===== src/rtl/beep_decoder_pkg.sv =====
// Shared definitions for the buzzer tone receive path: FSM encoding and the
// default widths/silence length that the music player note tables also use.
package beep_decoder_pkg;

   localparam int PERIOD_W_DEF     = 17;
   localparam int CYC_W_DEF        = 11;
   localparam int NOTE_SILENCE_CYC = 131071;

   localparam logic [1:0] ST_IDLE = 2'd0;
   localparam logic [1:0] ST_SYNC = 2'd1;
   localparam logic [1:0] ST_RUN  = 2'd2;

endpackage


===== src/rtl/beep_decoder_if.sv =====
// Record output channel of the beep decoder: valid/ready handshake plus the
// buffer-overflow pulse.
interface beep_decoder_if
   import beep_decoder_pkg::*;
#(
   parameter int PERIOD_W = PERIOD_W_DEF,
   parameter int CYC_W    = CYC_W_DEF
);

   logic                out_valid;
   logic                out_ready;
   logic [PERIOD_W-1:0] out_period;
   logic [CYC_W-1:0]    out_cycles;
   logic                drop;

   modport master (
      output out_valid,
      output out_period,
      output out_cycles,
      output drop,
      input  out_ready
   );

   modport slave (
      input  out_valid,
      input  out_period,
      input  out_cycles,
      input  drop,
      output out_ready
   );

endinterface


===== src/rtl/beep_period_meter.sv =====
// Synchronises the beep line, detects rising edges and measures the
// rise-to-rise period; flags a single timeout when the line goes silent.
module beep_period_meter #(
   parameter int PERIOD_W    = 17,
   parameter int SILENCE_CYC = 131071
) (
   input  logic                clk,
   input  logic                rst_n,
   input  logic                beep_in,
   output logic                edge_pulse,
   output logic [PERIOD_W-1:0] period,
   output logic                timeout
);

   localparam logic [PERIOD_W-1:0] LIMIT = PERIOD_W'(SILENCE_CYC - 1);

   logic                meta_reg;
   logic                s1_reg;
   logic                s2_d_reg;
   logic [PERIOD_W-1:0] cnt_p_reg;
   logic                timed_out_reg;
   logic                rise;
   logic                at_limit;

   assign rise     = s1_reg & ~s2_d_reg;
   assign at_limit = (cnt_p_reg == LIMIT);

   // Edge, period and timeout are registered so the decode FSM sees them one
   // cycle after detection. The counter parks at the limit until the next rise,
   // and timed_out_reg keeps a long silence from producing repeated timeouts.
   always_ff @(posedge clk or negedge rst_n) begin
      if (!rst_n) begin
         meta_reg      <= 1'b0;
         s1_reg        <= 1'b0;
         s2_d_reg      <= 1'b0;
         cnt_p_reg     <= '0;
         timed_out_reg <= 1'b0;
         edge_pulse    <= 1'b0;
         period        <= '0;
         timeout       <= 1'b0;
      end else begin
         meta_reg   <= beep_in;
         s1_reg     <= meta_reg;
         s2_d_reg   <= s1_reg;
         edge_pulse <= rise;
         timeout    <= 1'b0;
         if (rise) begin
            period        <= cnt_p_reg + 1'b1;
            cnt_p_reg     <= '0;
            timed_out_reg <= 1'b0;
         end else if (at_limit) begin
            timeout       <= ~timed_out_reg;
            timed_out_reg <= 1'b1;
         end else begin
            cnt_p_reg <= cnt_p_reg + 1'b1;
         end
      end
   end

endmodule


===== src/rtl/beep_decoder.sv =====
// Recovers (period, oscillation count) note records from a buzzer square wave
// and presents them through a one-entry valid/ready buffer.
module beep_decoder
   import beep_decoder_pkg::*;
#(
   parameter int PERIOD_W    = PERIOD_W_DEF,
   parameter int CYC_W       = CYC_W_DEF,
   parameter int TOL         = 4,
   parameter int MIN_CYCLES  = 2,
   parameter int SILENCE_CYC = NOTE_SILENCE_CYC
) (
   input  logic           clk,
   input  logic           rst_n,
   input  logic           beep_in,
   beep_decoder_if.master out_if
);

   localparam logic [CYC_W-1:0]  CYC_MAX = '1;
   localparam logic [CYC_W-1:0]  CYC_ONE = CYC_W'(1);
   localparam logic [CYC_W-1:0]  CYC_MIN = CYC_W'(MIN_CYCLES);
   localparam logic [PERIOD_W:0] TOL_V   = (PERIOD_W + 1)'(TOL);

   logic                edge_pulse;
   logic [PERIOD_W-1:0] p;
   logic                timeout;

   logic [1:0]          state_reg, state_next;
   logic [PERIOD_W-1:0] ref_reg, ref_next;
   logic [CYC_W-1:0]    count_reg, count_next;
   logic [PERIOD_W:0]   diff;
   logic                in_tol;
   logic                close_run;
   logic                emit;

   logic                valid_reg;
   logic [PERIOD_W-1:0] period_reg;
   logic [CYC_W-1:0]    cycles_reg;
   logic                drop_reg;

   beep_period_meter #(
      .PERIOD_W    (PERIOD_W),
      .SILENCE_CYC (SILENCE_CYC)
   ) u_meter (
      .clk        (clk),
      .rst_n      (rst_n),
      .beep_in    (beep_in),
      .edge_pulse (edge_pulse),
      .period     (p),
      .timeout    (timeout)
   );

   assign diff   = (p >= ref_reg) ? ({1'b0, p} - {1'b0, ref_reg})
                                  : ({1'b0, ref_reg} - {1'b0, p});
   assign in_tol = (diff <= TOL_V);

   // The reference period is fixed by the first period of a run, so slow
   // drift cannot walk a note into a neighbouring pitch.
   always_comb begin
      state_next = state_reg;
      ref_next   = ref_reg;
      count_next = count_reg;
      close_run  = 1'b0;
      case (state_reg)
         ST_IDLE: begin
            if (edge_pulse) state_next = ST_SYNC;
         end
         ST_SYNC: begin
            if (edge_pulse) begin
               state_next = ST_RUN;
               ref_next   = p;
               count_next = CYC_ONE;
            end else if (timeout) begin
               state_next = ST_IDLE;
            end
         end
         ST_RUN: begin
            if (edge_pulse) begin
               if (in_tol) begin
                  if (count_reg != CYC_MAX) count_next = count_reg + 1'b1;
               end else begin
                  close_run  = 1'b1;
                  ref_next   = p;
                  count_next = CYC_ONE;
               end
            end else if (timeout) begin
               close_run  = 1'b1;
               state_next = ST_IDLE;
            end
         end
         default: state_next = ST_IDLE;
      endcase
   end

   assign emit = close_run && (count_reg >= CYC_MIN);

   // A full buffer that is not being drained keeps its record; the newer one
   // is lost and flagged on drop.
   always_ff @(posedge clk or negedge rst_n) begin
      if (!rst_n) begin
         state_reg  <= ST_IDLE;
         ref_reg    <= '0;
         count_reg  <= '0;
         valid_reg  <= 1'b0;
         period_reg <= '0;
         cycles_reg <= '0;
         drop_reg   <= 1'b0;
      end else begin
         state_reg <= state_next;
         ref_reg   <= ref_next;
         count_reg <= count_next;
         drop_reg  <= 1'b0;
         if (emit) begin
            if (!valid_reg || out_if.out_ready) begin
               valid_reg  <= 1'b1;
               period_reg <= ref_reg;
               cycles_reg <= count_reg;
            end else begin
               drop_reg <= 1'b1;
            end
         end else if (out_if.out_ready) begin
            valid_reg <= 1'b0;
         end
      end
   end

   assign out_if.out_valid  = valid_reg;
   assign out_if.out_period = period_reg;
   assign out_if.out_cycles = cycles_reg;
   assign out_if.drop       = drop_reg;

endmodule

===== src/flat_wrapper.sv =====
// flat-port wrapper written by rule: the top's interface ports become plain ports
module beep_decoder_flat import beep_decoder_pkg::*;
#(
   parameter int PERIOD_W    = PERIOD_W_DEF,
   parameter int CYC_W       = CYC_W_DEF,
   parameter int TOL         = 4,
   parameter int MIN_CYCLES  = 2,
   parameter int SILENCE_CYC = NOTE_SILENCE_CYC
)
  (clk, rst_n, beep_in, out_if_out_valid, out_if_out_period, out_if_out_cycles, out_if_drop, out_if_out_ready);
  beep_decoder_if #(.PERIOD_W(PERIOD_W), .CYC_W(CYC_W)) out_if_i ();
  input  logic clk;
  input  logic rst_n;
  input  logic beep_in;
  output wire logic [$bits(out_if_i.out_valid)-1:0] out_if_out_valid;
  output wire logic [$bits(out_if_i.out_period)-1:0] out_if_out_period;
  output wire logic [$bits(out_if_i.out_cycles)-1:0] out_if_out_cycles;
  output wire logic [$bits(out_if_i.drop)-1:0] out_if_drop;
  input wire logic [$bits(out_if_i.out_ready)-1:0] out_if_out_ready;
  assign out_if_out_valid = out_if_i.out_valid;
  assign out_if_out_period = out_if_i.out_period;
  assign out_if_out_cycles = out_if_i.out_cycles;
  assign out_if_drop = out_if_i.drop;
  assign out_if_i.out_ready = out_if_out_ready;
  beep_decoder #(.PERIOD_W(PERIOD_W), .CYC_W(CYC_W), .TOL(TOL), .MIN_CYCLES(MIN_CYCLES), .SILENCE_CYC(SILENCE_CYC)) u_core (.clk(clk), .rst_n(rst_n), .beep_in(beep_in), .out_if(out_if_i));
endmodule

===== config.mk =====
export PLATFORM = sky130hd
export DESIGN_NAME = beep_decoder_flat
export DESIGN_NICKNAME = d
export VERILOG_FILES = /design/src/rtl/beep_decoder_pkg.sv /design/src/rtl/beep_decoder_if.sv /design/src/rtl/beep_period_meter.sv /design/src/rtl/beep_decoder.sv /design/src/flat_wrapper.sv
export SDC_FILE = /design/constraint.sdc
export NUM_CORES = 1
export LEC_CHECK = 0
export CAP_MARGIN = 20
export CORE_AREA = 2 2 112 114
export CTS_BUF_LIST = sky130_fd_sc_hd__clkbuf_16
export DETAILED_ROUTE_END_ITERATION = 8
export DIE_AREA = 0 0 114 116
export MAX_ROUTING_LAYER = met4
export PLACE_DENSITY = 0.73
export SYNTH_ARGS = -nofsm -noshare
export SYNTH_HDL_FRONTEND = slang
export SYNTH_HIERARCHICAL = 1
export SYNTH_SLANG_ARGS = --single-unit

===== constraint.sdc =====
create_clock -name clk -period 6.6 [get_ports clk]
set_clock_uncertainty 0.05 [all_clocks]
set_input_delay 0.66 -clock clk [delete_from_list [all_inputs] [get_ports clk]]
set_output_delay 0.66 -clock clk [all_outputs]
set_load 0.02 [all_outputs]

* Yosys cells after proc, flatten, opt, wreduce, memory -nomap -nowiden
Index checks and enable logic that the tools add are counted. W data, S select, Z words.
Operators by class: equal/unequal tests 12, $lt $le $gt $ge 3, reduce and logical (&&, ||, !) cells 12, mux-type cells 30, $add $sub $neg 4, bitwise gates (word level) 3
Operator list (count):
- $mux W17 | 5
- $mux W11 | 4
- $sub A17 B17 Y18 | 2
- $pmux W17 S2 | 1
- $pmux W11 S2 | 1
- $le A18 B3 Y1 const B | 1
- $mux W18 | 1
- $add A17 B1 Y17 const B | 1
- $eq A17 B17 Y1 const B | 1
- $ge A17 B17 Y1 | 1
- $ne A2 B2 Y1 const B | 7
- $mux W1 | 13
- $add A11 B1 Y11 const B | 1
- $ge A11 B2 Y1 const B | 1
- $ne A11 B11 Y1 const B | 1
- $mux W2 | 4
- $reduce_and A4 Y1 | 2
- $pmux W2 S3 | 1
- $reduce_and A2 Y1 | 3
- $reduce_bool A2 Y1 | 3
- $ne A3 B3 Y1 const B | 1
- $eq A2 B1 Y1 const B | 1
- $eq A2 B2 Y1 const B | 1
- $logic_not A2 Y1 | 1
- 5 further kinds | 6
Word-level totals: input bits 4, word-level logic and storage cells 79, flip-flop bits (word level) 100, output and inout port bits 30

* Logic depth before layout (Yosys ltp)
Gate-level depths: netlist of the first run.
depth after elaboration 9, depth in mapped cells 15, mapped depth without buffers 12

* Cells and area by module
Netlist of the first run, hierarchy kept.
Modules (own cells, without submodules):
- beep_decoder | area an instance 4719.5 sq um, sequential area each 1501.4 sq um, times used 1, cells each 525
- beep_period_meter | area an instance 1779.2 sq um, sequential area each 1001.0 sq um, times used 1, cells each 159

* Worst setup path after synthesis of the first run
OpenSTA, ideal clock, no wires.
path type reg-to-reg, start reg u_core.u_meter.period[10], end reg u_core.cycles_reg[10] (netlist: u_core/out_if.out_cycles[10]), data arrival time 3.728 ns, clock period less this slack 3.903 ns, setup time 0.125 ns, data required time 6.425 ns, path buffers 3, path slack 2.697 ns, cell stages (with the launch flop) 16, path through dfrtp_1 -> inv_1 -> ha_1 -> buf_6 -> a21oi_2 -> o21ai_1 -> a221o_1 -> or2_1 -> a221o_1 -> nor4_2 -> o32ai_1 -> or4_4 -> o211a_1 -> buf_6 -> buf_6 -> mux2_4
On the way: cells in the longest elaborated chain, start to end 8, elaborated cells between the ends (all ways) 10, classes of those cells 2 x add/sub; 2 x order compare; 4 x mux; 2 x reduce/logical
Ends and longest elaborated chain:
- start: declaration | line beep_period_meter.sv:11 | output logic [PERIOD_W-1:0] period,
- start signal: assignment | line beep_period_meter.sv:48 | period <= cnt_p_reg + 1'b1;
- $sub A17 B17 Y18, or another cell as far along | line beep_decoder.sv:53 | : ({1'b0, ref_reg} - {1'b0, p});
- $mux W18 (*) | line beep_decoder.sv:52 | assign diff = (p >= ref_reg) ? ({1'b0, p} - {1'b0, ref_reg})
- $le A18 B3 Y1 (*) | line beep_decoder.sv:54 | assign in_tol = (diff <= TOL_V);
- $mux W1 (*) | line beep_decoder.sv:78 | if (in_tol) begin
- $mux W1 (*) | line beep_decoder.sv:77 | if (edge_pulse) begin
- $mux W1 (*) | line beep_decoder.sv:63 | case (state_reg)
- $logic_and A1 B1 Y1 (*) | line beep_decoder.sv:94 | assign emit = close_run && (count_reg >= CYC_MIN);
- $reduce_and A2 Y1 (no line) (*)
- end signal: assignment | line beep_decoder.sv:116 | cycles_reg <= count_reg;
- end: declaration | line beep_decoder.sv:37 | logic [CYC_W-1:0] cycles_reg;
Mark *: on every way between the ends. The rest lies on a longest branch, timed or not. A chain may end at the register's enable or synchronous reset.

* Worst setup path after layout of the first run
start reg u_core.u_meter.period[5], end reg u_core.cycles_reg[8] (netlist: u_core/out_if.out_cycles[8])
Same word-level chain as after synthesis.

==> qor.log, run 1 <==
qor: status.outcome completed
qor: yosys.ys_seq_area_share 38.5%
qor: drt.detailedRoute.firstPassIterationCount 5
qor: drt.wl_met2 7490 um
qor: global_routing.grt_start_max_net_pins 88
qor: place.post_dp_cell_area 6860 um^2
qor: yosys.syn-mean-instance-area 9.50 um^2
qor: place.buffer_ports.inserted 33
qor: clock_tree.cts-resized-gates 0
qor: yosys.synth.yosys.warnings 6
qor: power.seq_power_share 33.6%
qor: floorplanning.core_area 11900 um^2
qor: drt.first_iter_violations 415
qor: global_routing.grt_pass1_wl 26500 um
qor: clock_tree.ctsHoldBuffers 0
qor: power.internal_power 1.29 mW
qor: yosys.synthesis.instances 684
qor: sta.worst_slew_margin_rel 37.1%
qor: power.switchingPower 884 uW
qor: clock_tree.cts_root_buf sky130_fd_sc_hd__clkbuf_16
qor: setup_path.critical_path.max_fanout 21
qor: finish.leading_cell_type_in_the_layout_fill_and_taps_excluded sky130_fd_sc_hd__dfrtp_1
qor: drt.via_per_inst 6.25
qor: power.netSwitchingFraction 40.7%
qor: power.p_clk_share 22.2%
qor: power.comb_power_share 44.3%
qor: yosys.synth.net_count 726
qor: clock_tree.cts_max_level 3
qor: power.max-vdd-ir-drop 0.164 mV
qor: yosys.postSynth.asyncResetShare 100%
qor: setup_path.timing.critical_path.to_type flop
qor: floorplanning.chipHeight 116 um
qor: clock_tree.cts.path.max_buffers 2
qor: setup_path.cp-start-kind flop
qor: finish.area_grow_syn2layout 10.1%
qor: setup_path.timing.setup.critical_path_class reg2reg
qor: setup_path.cp-startpoint u_core/u_meter/period[5]
qor: hold_path.hold_class in2async
qor: setup_path.crit_path_required_time 6.78 ns
qor: place.replace_congestion 0.965
qor: sta.minimum_period_implied_by_the_final_worst_setup_slack 4.90 ns
qor: clock_tree.insertion_delay 0.35 ns
qor: yosys.ys_types 68
qor: yosys.synth_edf_count 0
qor: place.dp.cells 835
qor: drt.antenna_violating_nets_post_route 0
qor: clock_tree.cts_inserted_buffers 9
qor: drt.detailroute.via_count 5323
qor: global_routing.overflow 0
qor: clock_tree.tritoncts yes
qor: setup_path.critical_path_arrival 5.08 ns
qor: floorplanning.boundaryPins 34
qor: drt.drcViolationCount 0
qor: clock_tree.post-cts-setup-buffer-count 0
qor: floorplanning.placement_rows 40
qor: setup_path.timing.rr.start u_core/u_meter/period[5]
qor: sta.report.final.hold_viol_count 0
qor: job.timing.max_cap.violations 0
qor: sta.period_share 74.3%
qor: power.power-per-cell-area 304 nW/um^2
qor: clock_tree.cts_num_sinks 100
qor: drt.routed-wl-met3 877 um
qor: finish.mostFrequentLayoutCells sky130_fd_sc_hd__dfrtp_1, sky130_fd_sc_hd__inv_1, sky130_fd_sc_hd__a21oi_1
qor: global_routing.number_of_global_route_vias_before_repair 5221
qor: sta.grt_setup_unrepaired false
qor: yosys.ys_ff_latch 100
qor: finish.drive_above_1_share 10.7%
qor: yosys.netlist_area 6500 um^2
qor: finish.nFillCells 988
qor: place.hpwlAfterDp 11800 um
qor: sta.worstMarginPinSlew 0.941 ns
qor: drt.wl_per_cell 19.0 um
qor: finish.non_filler_cell_area_final 7150 um^2
qor: clock_tree.clkTransAtPathRegs 0.07 ns
qor: sta.timing_max_transition_violations_final 0
qor: floorplanning.initial_util 54.6%
qor: sta.clock.fmax 204 MHz
qor: finish.finish.cell_count_without_fillers 852
qor: power.static-leakage-power 3.12 nW
qor: drt.met1_length 7390 um
qor: floorplanning.die_span_in_x 114 um
qor: drt.totalWireLength 16200 um
qor: drt.route.top_layer_used met4
qor: global_routing.globalRouteTotalUtil 26.0%
qor: sta.timing.setup.tns 0 ns
qor: global_routing.antenna_found_initial 1
qor: finish.nets 742
qor: floorplanning.die_area 13200 um^2
qor: yosys.synthFlopType sky130_fd_sc_hd__dfrtp_1
qor: sta.finalSetupViolCount 0
metrics by stage:
| step | hold slack (ns) | worst slack (ns) | util [%] | power, mW |
|---|---|---|---|---|
| 4_1_cts | 0.0912 | 1.81 | 59.8 | 2.16 |
| 2_1_floorplan | 0.281 | 2.70 | - | 1.45 |
| 5_1_grt | 0.0963 | 1.43 | 60.1 | 2.32 |
| 6_report | 0.0922 | 1.70 | 60.1 | 2.17 |
| 3_5_place_dp | 0.288 | 1.82 | 57.6 | 1.68 |
| 3_3_place_gp | 0.285 | 1.82 | 57.6 | 1.67 |
power groups by stage:
stage	clock network, mW	logic (mW)	registers, mW
after floorplan	0	0.750	0.700
after global placement	0	0.936	0.731
after detailed placement	0	0.939	0.736
after CTS	0.490	0.944	0.725
after global routing	0.521	1.07	0.735
final	0.481	0.961	0.729
Yosys cell counts, types with 3 or more instances:
cell type,count,area (um^2)
sky130_fd_sc_hd__o21ai_0,34,170
sky130_fd_sc_hd__buf_2,9,45.0
sky130_fd_sc_hd__o21bai_1,3,22.5
sky130_fd_sc_hd__a221oi_1,3,26.3
sky130_fd_sc_hd__nand3b_1,12,90.1
sky130_fd_sc_hd__inv_1,53,199
sky130_fd_sc_hd__clkbuf_1,16,60.1
sky130_fd_sc_hd__a31oi_1,3,18.8
sky130_fd_sc_hd__or3_1,9,56.3
sky130_fd_sc_hd__and3_1,4,25.0
sky130_fd_sc_hd__o211a_1,3,30.0
sky130_fd_sc_hd__nand2_1,43,161
sky130_fd_sc_hd__o21a_1,5,37.5
sky130_fd_sc_hd__nor4_2,6,75.1
sky130_fd_sc_hd__a21oi_2,9,78.8
sky130_fd_sc_hd__a221o_1,3,30.0
sky130_fd_sc_hd__a211o_1,3,26.3
sky130_fd_sc_hd__xnor2_1,17,149
sky130_fd_sc_hd__ha_1,38,475
sky130_fd_sc_hd__o2111ai_1,3,26.3
sky130_fd_sc_hd__dfrtp_1,100,2500
sky130_fd_sc_hd__nand2b_1,6,37.5
sky130_fd_sc_hd__nor3_1,22,110
sky130_fd_sc_hd__nor2b_1,6,37.5
sky130_fd_sc_hd__xor2_1,10,87.6
sky130_fd_sc_hd__nand3_1,28,140
sky130_fd_sc_hd__mux2_2,8,90.1
sky130_fd_sc_hd__a211oi_1,6,45.0
sky130_fd_sc_hd__nand4_1,22,138
sky130_fd_sc_hd__o41ai_1,3,26.3
sky130_fd_sc_hd__a21o_1,8,60.1
sky130_fd_sc_hd__o21ai_1,7,35.0
sky130_fd_sc_hd__a21oi_1,46,230
sky130_fd_sc_hd__buf_6,7,78.8
sky130_fd_sc_hd__o22ai_1,8,50.1
sky130_fd_sc_hd__mux2i_1,15,150
sky130_fd_sc_hd__mux2_4,20,300
sky130_fd_sc_hd__o31ai_1,5,37.5
sky130_fd_sc_hd__nor4_1,8,50.1
sky130_fd_sc_hd__nor2_1,35,131
path summary, 6_finish.rpt:
| path | cells after the start | to | slack, ns |
|---|---|---|---|
| max | 13 | u_core/out_if.out_cycles[8] | 1.70 |
| min reg2reg | 0 | u_core/u_meter/s1_reg | 0.30 |
| max in group asynchronous | 3 | u_core/ref_reg[14] | 5.47 |
| min in group clk | 0 | u_core/u_meter/s1_reg | 0.30 |
| min | 1 | u_core/u_meter/cnt_p_reg[1] | 0.09 |
| max reg2reg | 13 | u_core/out_if.out_cycles[8] | 1.70 |
layout make-up:
cell class	instances	area, um^2	area share, %
repair buffers	40	400	5.60
flip-flops and latches	100	2500	35.0
well taps	147	184	2.57
inverters	55	206	2.89
diodes	1	2.50	0.0350
clock buffers	9	225	3.15
multi-input cells	494	3590	50.2
clock inverters	6	41.3	0.577
critical path, stage by stage, from the launching register on:
cell	delay (ns)
sky130_fd_sc_hd__dfrtp_1	0.39
sky130_fd_sc_hd__inv_1	0.07
sky130_fd_sc_hd__ha_1	0.57
sky130_fd_sc_hd__nand4_1	0.27
sky130_fd_sc_hd__nor4_1	0.57
sky130_fd_sc_hd__a221oi_1	0.23
sky130_fd_sc_hd__o21ai_2	0.24
sky130_fd_sc_hd__mux2i_1	0.30
sky130_fd_sc_hd__xor2_1	0.24
sky130_fd_sc_hd__nand3b_1	0.10
sky130_fd_sc_hd__or4_4	0.63
sky130_fd_sc_hd__o211a_1	0.44
sky130_fd_sc_hd__buf_4	0.34
sky130_fd_sc_hd__mux2_4	0.34
kinds of logic after synthesis:
kind of cell	count (synthesis)	synth area share (%)
buffers and inverters	90	6.30
adders and majority gates	38	7.32
xor gates and xnor gates	27	3.64
AOI/OAI and AO/OA	171	17.3
and+or+nand+nor	215	18.6
DFF	100	38.5
muxes	43	8.32
routing by layer:
metal	global-route usage (%)	vias up
met5	-	-
met4	10.2	0
met3	4.92	30
met2	38.8	160
met1	35.2	2626
li1	-	2507
Power figures use the tool's default switching activity.
==> run 2: changes to the inputs <==
Clock period 6.6 ns to 4.57 ns, I/O delays scaled along.
==> run 2 against run 1 <==
Critical path depth unchanged. Clock power rose by 44%. Final area grew 0.73%. Core utilization up 0.44 points. Die area is the same. Wire length down 0.61%. Sequential power is 44% higher. Via count decreased by 0.15%. Hold slack better by 0.024 ns. Critical path type unchanged.
==> qor.log, run 2 (synthesis results as in run 1) <==
qor: place.buffer_ports.inserted 33 [unchanged]
qor: global_routing.overflow 0 [unchanged]
qor: finish.mostFrequentLayoutCells sky130_fd_sc_hd__dfrtp_1, sky130_fd_sc_hd__inv_1, sky130_fd_sc_hd__a21oi_1 [unchanged]
qor: sta.clock.fmax 225 MHz [was 204 MHz]
qor: global_routing.globalRouteTotalUtil 26.0% [about the same]
qor: global_routing.grt_pass1_wl 26100 um [was 26500 um]
qor: clock_tree.cts_root_buf sky130_fd_sc_hd__clkbuf_16 [unchanged]
qor: finish.antenna-diode-count 0 [was 1]
qor: clock_tree.cts_max_level 3 [unchanged]
qor: floorplanning.placement_rows 40 [unchanged]
qor: status.outcome completed [unchanged]
qor: drt.totalWireLength 16100 um [was 16200 um]
qor: drt.wl_per_cell 18.7 um [was 19.0 um]
qor: clock_tree.tritoncts yes [unchanged]
qor: place.replace_congestion 0.965 [about the same]
qor: power.seq_power_share 33.4% [was 33.6%]
qor: sta.worst_slew_margin_rel 52.4% [was 37.1%]
qor: floorplanning.boundaryPins 34 [unchanged]
qor: sta.worstMarginPinSlew 0.713 ns [was 0.941 ns]
qor: power.max-vdd-ir-drop 0.300 mV [was 0.164 mV]
qor: setup_path.timing.setup.critical_path_class reg2reg [unchanged]
qor: clock_tree.insertion_delay 0.35 ns [about the same]
qor: setup_path.timing.critical_path.to_type flop [unchanged]
qor: floorplanning.initial_util 54.6% [unchanged]
qor: power.power-per-cell-area 435 nW/um^2 [was 304 nW/um^2]
qor: floorplanning.core_area 11900 um^2 [unchanged]
qor: setup_path.critical_path.max_fanout 19 [was 21]
qor: clock_tree.clkTransAtPathRegs 0.07 ns [about the same]
qor: global_routing.grt_start_max_net_pins 58 [was 88]
qor: finish.nets 750 [was 742]
qor: finish.drive_above_1_share 12.1% [was 10.7%]
qor: drt.via_per_inst 6.18 [was 6.25]
qor: clock_tree.cts_inserted_buffers 9 [unchanged]
qor: power.comb_power_share 44.4% [was 44.3%]
qor: sta.whs 0.116 ns [was 0.0922 ns]
qor: clock_tree.cts_num_sinks 100 [unchanged]
qor: power.internal_power 1.87 mW [was 1.29 mW]
qor: place.hpwlAfterDp 12200 um [was 11800 um]
qor: drt.antenna_violating_nets_post_route 0 [unchanged]
qor: finish.area_grow_syn2layout 10.9% [was 10.1%]
qor: sta.grt_setup_unrepaired false [unchanged]
qor: power.switchingPower 1.26 mW [was 884 uW]
qor: job.timing.max_cap.violations 0 [unchanged]
qor: global_routing.antenna_found_initial 0 [was 1]
qor: sta.finalSetupViolCount 0 [unchanged]
qor: global_routing.number_of_global_route_vias_before_repair 5055 [was 5221]
qor: drt.detailedRoute.firstPassIterationCount 5 [unchanged]
qor: floorplanning.chipHeight 116 um [unchanged]
qor: clock_tree.post-cts-setup-buffer-count 0 [unchanged]
qor: sta.minimum_period_implied_by_the_final_worst_setup_slack 4.44 ns [was 4.90 ns]
qor: finish.leading_cell_type_in_the_layout_fill_and_taps_excluded sky130_fd_sc_hd__dfrtp_1 [unchanged]
qor: power.static-leakage-power 3.15 nW [was 3.12 nW]
qor: setup_path.reg2reg_depth 13 [unchanged]
qor: sta.timing.setup.tns 0 ns [unchanged]
qor: setup_path.cp-start-kind flop [unchanged]
qor: drt.first_iter_violations 515 [was 415]
qor: hold_path.hold_class in2async [unchanged]
qor: drt.detailroute.via_count 5315 [was 5323]
qor: sta.period_share 97.2% [was 74.3%]
qor: setup_path.critical_path_arrival 4.62 ns [was 5.08 ns]
qor: sta.timing_max_transition_violations_final 0 [unchanged]
qor: power.netSwitchingFraction 40.3% [was 40.7%]
qor: setup_path.crit_path_required_time 4.75 ns [was 6.78 ns]
qor: floorplanning.die_area 13200 um^2 [unchanged]
qor: clock_tree.cts.path.max_buffers 2 [unchanged]
qor: sta.report.final.hold_viol_count 0 [unchanged]
qor: drt.drcViolationCount 0 [unchanged]
qor: floorplanning.die_span_in_x 114 um [unchanged]
qor: power.p_clk_share 22.2% [about the same]
## run 2: final cells by class
type	instances	area, um^2
Fill cell	1055	4710
Multi-Input combinational cell	494	3600
Sequential cell	100	2500
Timing Repair Buffer	48	440
Clock buffer	9	225
Inverter	55	206
Tap cell	147	184
Clock inverter	7	43.8
## run 2: power by group through the flow
stage | Combinational (mW) | Sequential, mW | Clock (mW)
detailed placement | 1.35 | 1.06 | 0
finish | 1.39 | 1.05 | 0.695
global placement | 1.34 | 1.05 | 0
global route | 1.53 | 1.06 | 0.756
CTS | 1.36 | 1.04 | 0.716
floorplan | 1.08 | 1.01 | 0
## run 2: final timing paths
path / slack [ns] / start / to
setup / recovery: 0.13 / u_core/u_meter/period[10] / u_core/out_if.out_cycles[10]
hold / removal: 0.12 / rst_n / u_core/u_meter/meta_reg
setup reg to reg: 0.13 / u_core/u_meter/period[10] / u_core/out_if.out_cycles[10]
hold reg to reg: 0.31 / u_core/u_meter/meta_reg / u_core/u_meter/s1_reg
max in group asynchronous: 3.33 / rst_n / u_core/ref_reg[5]
min in group clk: 0.31 / u_core/u_meter/meta_reg / u_core/u_meter/s1_reg
## run 2: timing repair
action                                 in CTS  in global routing
hold buffers                                0                  0
setup endpoints to repair                   0                 35
endpoints found under the hold margin       0                  0
gates resized for setup                     0                  4
## run 2: metrics by stage
| step | instance area (um^2) | setup WS [ns] | instances | utilization [%] | power, mW |
|---|---|---|---|---|---|
| after floorplan | 6500 | 0.667 | 684 | - | 2.09 |
| after global placement | 6920 | 0.190 | 844 | 58.1 | 2.39 |
| after detailed placement | 6920 | 0.173 | 844 | 58.1 | 2.41 |
| after CTS | 7190 | 0.153 | 860 | 60.4 | 3.12 |
| after global routing | 7210 | 0.0142 | 860 | 60.5 | 3.35 |
| final | 7210 | 0.129 | 860 | 60.5 | 3.13 |
## run 2: critical path, cell delays in order (launching register included)
cell,delay (ns)
sky130_fd_sc_hd__dfrtp_1,0.41
sky130_fd_sc_hd__inv_1,0.08
sky130_fd_sc_hd__ha_1,0.45
sky130_fd_sc_hd__nand2_1,0.25
sky130_fd_sc_hd__o21ai_1,0.14
sky130_fd_sc_hd__a221o_1,0.42
sky130_fd_sc_hd__or2_1,0.30
sky130_fd_sc_hd__a221o_1,0.42
sky130_fd_sc_hd__nor4_2,0.27
sky130_fd_sc_hd__o32ai_1,0.20
sky130_fd_sc_hd__or4_4,0.53
sky130_fd_sc_hd__o211a_1,0.23
sky130_fd_sc_hd__buf_4,0.24
sky130_fd_sc_hd__mux2_4,0.32
## run 2: layer usage
| metal | wire length, um | part of all wire, % | up-vias | track usage, % |
|---|---|---|---|---|
| li1 | - | - | 2537 | - |
| met1 | 7550 | 47 | 2614 | 36.2 |
| met2 | 7520 | 47 | 140 | 39.2 |
| met3 | 683 | 4.3 | 24 | 3.77 |
| met4 | 304 | 1.9 | 0 | 8.86 |
| met5 | 0 | 0 | - | - |
